## config.mk

```make
export PLATFORM = sky130hd
export DESIGN_NAME = neander_control_flat
export DESIGN_NICKNAME = d
export VERILOG_FILES = /design/src/rtl/neander_control_if.sv /design/src/rtl/neander_control.sv /design/src/flat_wrapper.sv
export SDC_FILE = /design/constraint.sdc
export NUM_CORES = 1
export LEC_CHECK = 0
export CORE_MARGIN = 8
export CORE_UTILIZATION = 36
export CTS_CLUSTER_SIZE = 12
export DETAILED_ROUTE_END_ITERATION = 8
export PLACE_DENSITY = 0.72
export SLEW_MARGIN = 20
export SYNTH_ARGS = -nofsm -noshare
export SYNTH_HDL_FRONTEND = slang
export SYNTH_SLANG_ARGS = --single-unit
```

## constraint.sdc

```tcl
create_clock -name clock -period 1.3 [get_ports clock]
set_input_delay 0.195 -clock clock [delete_from_list [all_inputs] [get_ports clock]]
set_output_delay 0.195 -clock clock [all_outputs]
set_load 0.01 [all_outputs]
```

## src/rtl/neander_control_if.sv

```systemverilog
// Control-to-datapath bundle for the Neander sequencer: opcode/flags in,
// register enables, mux selects and debug state out.
interface neander_control_if;
  logic [3:0] opcode;
  logic       N;
  logic       Z;
  logic [1:0] selPC;
  logic       INST;
  logic       selREM;
  logic       loadREM;
  logic       loadRDM;
  logic       loadRI;
  logic       loadAC;
  logic       loadNZ;
  logic       memRead;
  logic       memWrite;
  logic [2:0] selULA;
  logic       halted;
  logic [3:0] state;

  modport slave (
    input  opcode, N, Z,
    output selPC, INST, selREM, loadREM, loadRDM, loadRI, loadAC, loadNZ,
           memRead, memWrite, selULA, halted, state
  );

  modport master (
    output opcode, N, Z,
    input  selPC, INST, selREM, loadREM, loadRDM, loadRI, loadAC, loadNZ,
           memRead, memWrite, selULA, halted, state
  );
endinterface

```

## src/rtl/neander_control.sv

```systemverilog
// Neander instruction sequencer: fetch/decode/execute FSM driving the
// datapath enables combinationally from the state register.
//
// state | meaning
// S_RST | reset, clear PC
// S_T0  | REM <- PC (fetch)
// S_T1  | RDM <- mem[REM], PC++
// S_T2  | RI <- RDM
// S_T3  | decode; single-cycle ops, branch decision
// S_T4  | operand address fetch, PC++ for non-jumps
// S_T5  | jumps load PC; others REM <- RDM
// S_T6  | STA: RDM <- AC; others RDM <- mem[REM]
// S_T7  | STA write or AC/NZ update
// S_HLT | halted until reset
module neander_control (
  input  logic                 clock,
  input  logic                 nreset,
  neander_control_if.slave     bus
);

  typedef enum logic [3:0] {
    S_RST = 4'd0,
    S_T0  = 4'd1,
    S_T1  = 4'd2,
    S_T2  = 4'd3,
    S_T3  = 4'd4,
    S_T4  = 4'd5,
    S_T5  = 4'd6,
    S_T6  = 4'd7,
    S_T7  = 4'd8,
    S_HLT = 4'd9
  } state_t;

  localparam logic [3:0] OP_STA = 4'h1;
  localparam logic [3:0] OP_LDA = 4'h2;
  localparam logic [3:0] OP_ADD = 4'h3;
  localparam logic [3:0] OP_OR  = 4'h4;
  localparam logic [3:0] OP_AND = 4'h5;
  localparam logic [3:0] OP_NOT = 4'h6;
  localparam logic [3:0] OP_JMP = 4'h8;
  localparam logic [3:0] OP_JN  = 4'h9;
  localparam logic [3:0] OP_JZ  = 4'hA;
  localparam logic [3:0] OP_HLT = 4'hF;

  state_t r_state;
  state_t w_next;
  logic   w_is_jump;

  // Only taken jumps ever reach S_T4, so the opcode alone identifies them later
  assign w_is_jump = (bus.opcode == OP_JMP) || (bus.opcode == OP_JN) ||
                     (bus.opcode == OP_JZ);

  always_ff @(posedge clock) begin
    if (!nreset) r_state <= S_RST;
    else         r_state <= w_next;
  end

  assign bus.state = r_state;

  always_comb begin
    bus.selPC    = 2'b11;
    bus.INST     = 1'b0;
    bus.selREM   = 1'b0;
    bus.loadREM  = 1'b0;
    bus.loadRDM  = 1'b0;
    bus.loadRI   = 1'b0;
    bus.loadAC   = 1'b0;
    bus.loadNZ   = 1'b0;
    bus.memRead  = 1'b0;
    bus.memWrite = 1'b0;
    bus.selULA   = 3'b000;
    bus.halted   = 1'b0;
    w_next       = S_RST;

    case (r_state)
      S_RST: begin
        bus.selPC = 2'b10;
        w_next    = S_T0;
      end
      S_T0: begin
        bus.loadREM = 1'b1;
        bus.INST    = 1'b1;
        w_next      = S_T1;
      end
      S_T1: begin
        bus.memRead = 1'b1;
        bus.selPC   = 2'b01;
        bus.INST    = 1'b1;
        w_next      = S_T2;
      end
      S_T2: begin
        bus.loadRI = 1'b1;
        bus.INST   = 1'b1;
        w_next     = S_T3;
      end
      S_T3: begin
        case (bus.opcode)
          OP_STA, OP_LDA, OP_ADD, OP_OR, OP_AND, OP_JMP: begin
            bus.loadREM = 1'b1;
            w_next      = S_T4;
          end
          OP_NOT: begin
            bus.loadAC = 1'b1;
            bus.loadNZ = 1'b1;
            bus.selULA = 3'b011;
            w_next     = S_T0;
          end
          OP_JN, OP_JZ: begin
            if ((bus.opcode == OP_JN) ? bus.N : bus.Z) begin
              bus.loadREM = 1'b1;
              w_next      = S_T4;
            end else begin
              bus.selPC = 2'b01;
              w_next    = S_T0;
            end
          end
          OP_HLT:  w_next = S_HLT;
          default: w_next = S_T0;
        endcase
      end
      S_T4: begin
        bus.memRead = 1'b1;
        if (!w_is_jump) bus.selPC = 2'b01;
        w_next = S_T5;
      end
      S_T5: begin
        if (w_is_jump) begin
          bus.selPC = 2'b00;
          w_next    = S_T0;
        end else begin
          bus.selREM  = 1'b1;
          bus.loadREM = 1'b1;
          w_next      = S_T6;
        end
      end
      S_T6: begin
        if (bus.opcode == OP_STA) bus.loadRDM = 1'b1;
        else                      bus.memRead = 1'b1;
        w_next = S_T7;
      end
      S_T7: begin
        case (bus.opcode)
          OP_STA: bus.memWrite = 1'b1;
          OP_LDA: begin
            bus.loadAC = 1'b1;
            bus.loadNZ = 1'b1;
            bus.selULA = 3'b100;
          end
          OP_ADD: begin
            bus.loadAC = 1'b1;
            bus.loadNZ = 1'b1;
            bus.selULA = 3'b000;
          end
          OP_OR: begin
            bus.loadAC = 1'b1;
            bus.loadNZ = 1'b1;
            bus.selULA = 3'b010;
          end
          OP_AND: begin
            bus.loadAC = 1'b1;
            bus.loadNZ = 1'b1;
            bus.selULA = 3'b001;
          end
          default: ;
        endcase
        w_next = S_T0;
      end
      S_HLT: begin
        bus.halted = 1'b1;
        w_next     = S_HLT;
      end
      default: w_next = S_RST;
    endcase
  end

endmodule

```

## src/flat_wrapper.sv

```systemverilog
// flat-port wrapper written by rule: the top's interface ports become plain ports
module neander_control_flat 
  (clock, nreset, bus_opcode, bus_N, bus_Z, bus_selPC, bus_INST, bus_selREM, bus_loadREM, bus_loadRDM, bus_loadRI, bus_loadAC, bus_loadNZ, bus_memRead, bus_memWrite, bus_selULA, bus_halted, bus_state);
  neander_control_if bus_i ();
  input  logic clock;
  input  logic nreset;
  input wire logic [$bits(bus_i.opcode)-1:0] bus_opcode;
  input wire logic [$bits(bus_i.N)-1:0] bus_N;
  input wire logic [$bits(bus_i.Z)-1:0] bus_Z;
  output wire logic [$bits(bus_i.selPC)-1:0] bus_selPC;
  output wire logic [$bits(bus_i.INST)-1:0] bus_INST;
  output wire logic [$bits(bus_i.selREM)-1:0] bus_selREM;
  output wire logic [$bits(bus_i.loadREM)-1:0] bus_loadREM;
  output wire logic [$bits(bus_i.loadRDM)-1:0] bus_loadRDM;
  output wire logic [$bits(bus_i.loadRI)-1:0] bus_loadRI;
  output wire logic [$bits(bus_i.loadAC)-1:0] bus_loadAC;
  output wire logic [$bits(bus_i.loadNZ)-1:0] bus_loadNZ;
  output wire logic [$bits(bus_i.memRead)-1:0] bus_memRead;
  output wire logic [$bits(bus_i.memWrite)-1:0] bus_memWrite;
  output wire logic [$bits(bus_i.selULA)-1:0] bus_selULA;
  output wire logic [$bits(bus_i.halted)-1:0] bus_halted;
  output wire logic [$bits(bus_i.state)-1:0] bus_state;
  assign bus_i.opcode = bus_opcode;
  assign bus_i.N = bus_N;
  assign bus_i.Z = bus_Z;
  assign bus_selPC = bus_i.selPC;
  assign bus_INST = bus_i.INST;
  assign bus_selREM = bus_i.selREM;
  assign bus_loadREM = bus_i.loadREM;
  assign bus_loadRDM = bus_i.loadRDM;
  assign bus_loadRI = bus_i.loadRI;
  assign bus_loadAC = bus_i.loadAC;
  assign bus_loadNZ = bus_i.loadNZ;
  assign bus_memRead = bus_i.memRead;
  assign bus_memWrite = bus_i.memWrite;
  assign bus_selULA = bus_i.selULA;
  assign bus_halted = bus_i.halted;
  assign bus_state = bus_i.state;
  neander_control u_core (.clock(clock), .nreset(nreset), .bus(bus_i));
endmodule
```

==> metrics <==
die area=approximately 3200 um2; Seq. cell area=~93 um2; pin count of the biggest net entering global routing=12; max FFs per register=4; failing checks=setup timing; CTS sink cnt=4; P per Cell Area=541.9 nW/um2; # diodes=0; top-area cell type share of the netlist area=between 10% and 20%; Tot Pwr=0.6584 mW; clock-pin slew on the worst setup and hold paths=0.04 ns; Setup violations, final=18; status=complete, but fails checks; Yosys warning total=0; maximum VDD drop=0.2681 mV; WP data arrival=1.41 ns; Die Span Y=56.29 um; Ports=27; ANT nets after route=0; setup ws final=-0.3063 ns; Clock Tree Buf Depth=2; leakage=between 0.5 and 0.6 nW; row count=14; Post-Synth XOR/XNOR Area=0%; multiplexer area fraction after synthesis=under 10%; Initial DRC Count=25; Post-synth ARST share=0%; Synth Cell Area=584.3 um2; fin crit share=123.6%; Synth Area in Simple Gates=48.61%; slew at the pin closest to its max-slew limit=0.2463 ns; max-cap viol count=0; initial antenna violation count=0; Finished Layout Cells=154; Post-synth EDFFs=0; Die W=approximately 56 um; area grow syn2layout=107.9%; CTS hold repair buffers=0; final setup TNS=-2.884 ns; CTS Buf Count=3; clk_skew=just over 0.009 ns; FILL cells=slightly above 90; Compound-Gate Fraction of Synth Area=approximately a fifth; Netlist cell types=32; WS Path Type=flip-flop to primary output; Syn Inst Count=88; CP max FO=5; flops & latches, synth=4; final instance area=between 1000 and 1500 um2; Synth Net Count=between 90 and 100; Final GP Congestion=about 0.83; f_max=0.6225 GHz; Cells after DPL=between 100 and 150; root buffer cell=clkbuf_4; via count=878; average wire per standard cell=around 17 um; post-place setup slack=-0.9447 ns; synthesized-area fraction occupied by adder cells=0%; most common cell in the synthesized netlist=nor2_1; global route overflow=0; hold_ws=0.6068 ns; Initial DRT Pass Iterations=4; first-pass GRT wire length=4229 um; post-layout min period=1.606 ns; Area contributors post-synth=dfxtp_1 (14%), nor2_1 (8.4%), nand2b_1 (6.4%); drc violations=0; Commonest cells post-synth=nor2_1 (13), nand2_1 (7), nand2b_1 (6), nor3_1 (6); worst hold path type=primary input to flip-flop; Rel. slew slack=approximately 84%; Critical Path Source Type=flip-flop; DR vias/cell=roughly 5.7; final core utilization=80.65%; final hold vios=0; vias in the first global route=867; Initial Utilization=around 39%; CTS tree=done; multi-input logic area=606.8 um2; core area=approximately 1500 um2; CP endpoint kind=primary output; Final Slew Violations=0; Skew-Pair Late Insertion Delay=~0.26 ns; top_reg_cell synth=dfxtp_1; H-tree depth=1; cell area after placement=around 970 um2; Data required, critical path=1.11 ns; share of cells above drive strength 1=~62%; Final nets=around 150; Tot GR Track Use=16.12%; largest area contributor in the netlist=dfxtp_1; placed wire-length estimate=~1600 um; RSZ-0062 raised after global routing=true; syn_area_per_cell=~6.6 um2; Seq/Total Area, Yosys=approximately 14%; wirelength, routed=~2700 um; IO buf count=26; main combinational cell family by area after synthesis=simple AND/OR/NAND/NOR gates
path summary, 6_finish.rpt:
path | end | startpoint | slack (ns) | depth (start not counted)
min reg2reg | u_core.bus.state[2] | u_core.bus.state[1] | 0.72 | 3
max | bus_loadREM | u_core.bus.state[2] | -0.31 | 4
max reg2reg | u_core.bus.state[3] | u_core.bus.state[2] | -0.05 | 7
min | u_core.bus.state[0] | nreset | 0.61 | 2
final cells by class:
type / instances / area share, %
Clock buffer: 3 / 1.854
Timing Repair Buffer: 57 / 38.31
Multi-Input combinational cell: 72 / 49.95
Tap cell: 16 / 1.648
Inverter: 2 / 0.6179
Sequential cell: 4 / 7.621
logic make-up after synthesis:
logic type	Yosys count
AO/OA/AOI/OAI	19
buffers and inverters	12
flip-flops	4
multiplexers	2
AND/OR/NAND/NOR	51
cells in the final DEF, fill, tap and decap left out, types with 2 or more instances in the layout:
| cell type | n |
|---|---|
| buf_6 | 16 |
| buf_2 | 15 |
| buf_4 | 15 |
| nor2_1 | 11 |
| nand2_1 | 5 |
| a31oi_1 | 4 |
| dlygate4sd2_1 | 4 |
| nand2b_4 | 3 |
| nor3_2 | 3 |
| nand2b_1 | 3 |
| a21oi_1 | 3 |
| clkbuf_4 | 3 |
| dfxtp_4 | 3 |
| nor2b_4 | 2 |
| nor2b_1 | 2 |
| nor3_4 | 2 |
| inv_1 | 2 |
| a21oi_2 | 2 |
| nand4_1 | 2 |
| o21ai_0 | 2 |
| nand3_1 | 2 |
| o21a_1 | 2 |
| mux2i_1 | 2 |
| nor4_4 | 2 |
| clkdlybuf4s50_1 | 2 |
| clkdlybuf4s15_2 | 2 |
| clkbuf_2 | 2 |
power breakdown:
part           leakage, nW  switching, mW  internal [mW]
logic                0.493          0.159          0.176
registers           0.0353         0.0205          0.129
clock network       0.0138         0.0692          0.104
total                0.542          0.249          0.409
per-layer routing:
layer	global-route usage [%]	vias up	part of all wire [%]
met1	18.73	417	42
met2	27.42	40	51
met5	0	-	0
met3	1.798	5	4.9
li1	-	416	-
met4	9.622	0	2.0
critical path, cell delays in order, from the launching register on:
cell,delay [ns]
dfxtp_4,0.37
a21bo_1,0.24
or2_1,0.25
a31oi_1,0.14
buf_2,0.15
timing repair:
item,CTS,global route
setup endpoints to repair,20,17
gates resized for setup,120,11
cloned,1,0
setup buffers,6,5
pin swaps,4,6
No activity file was read; power rests on OpenSTA's default activity.
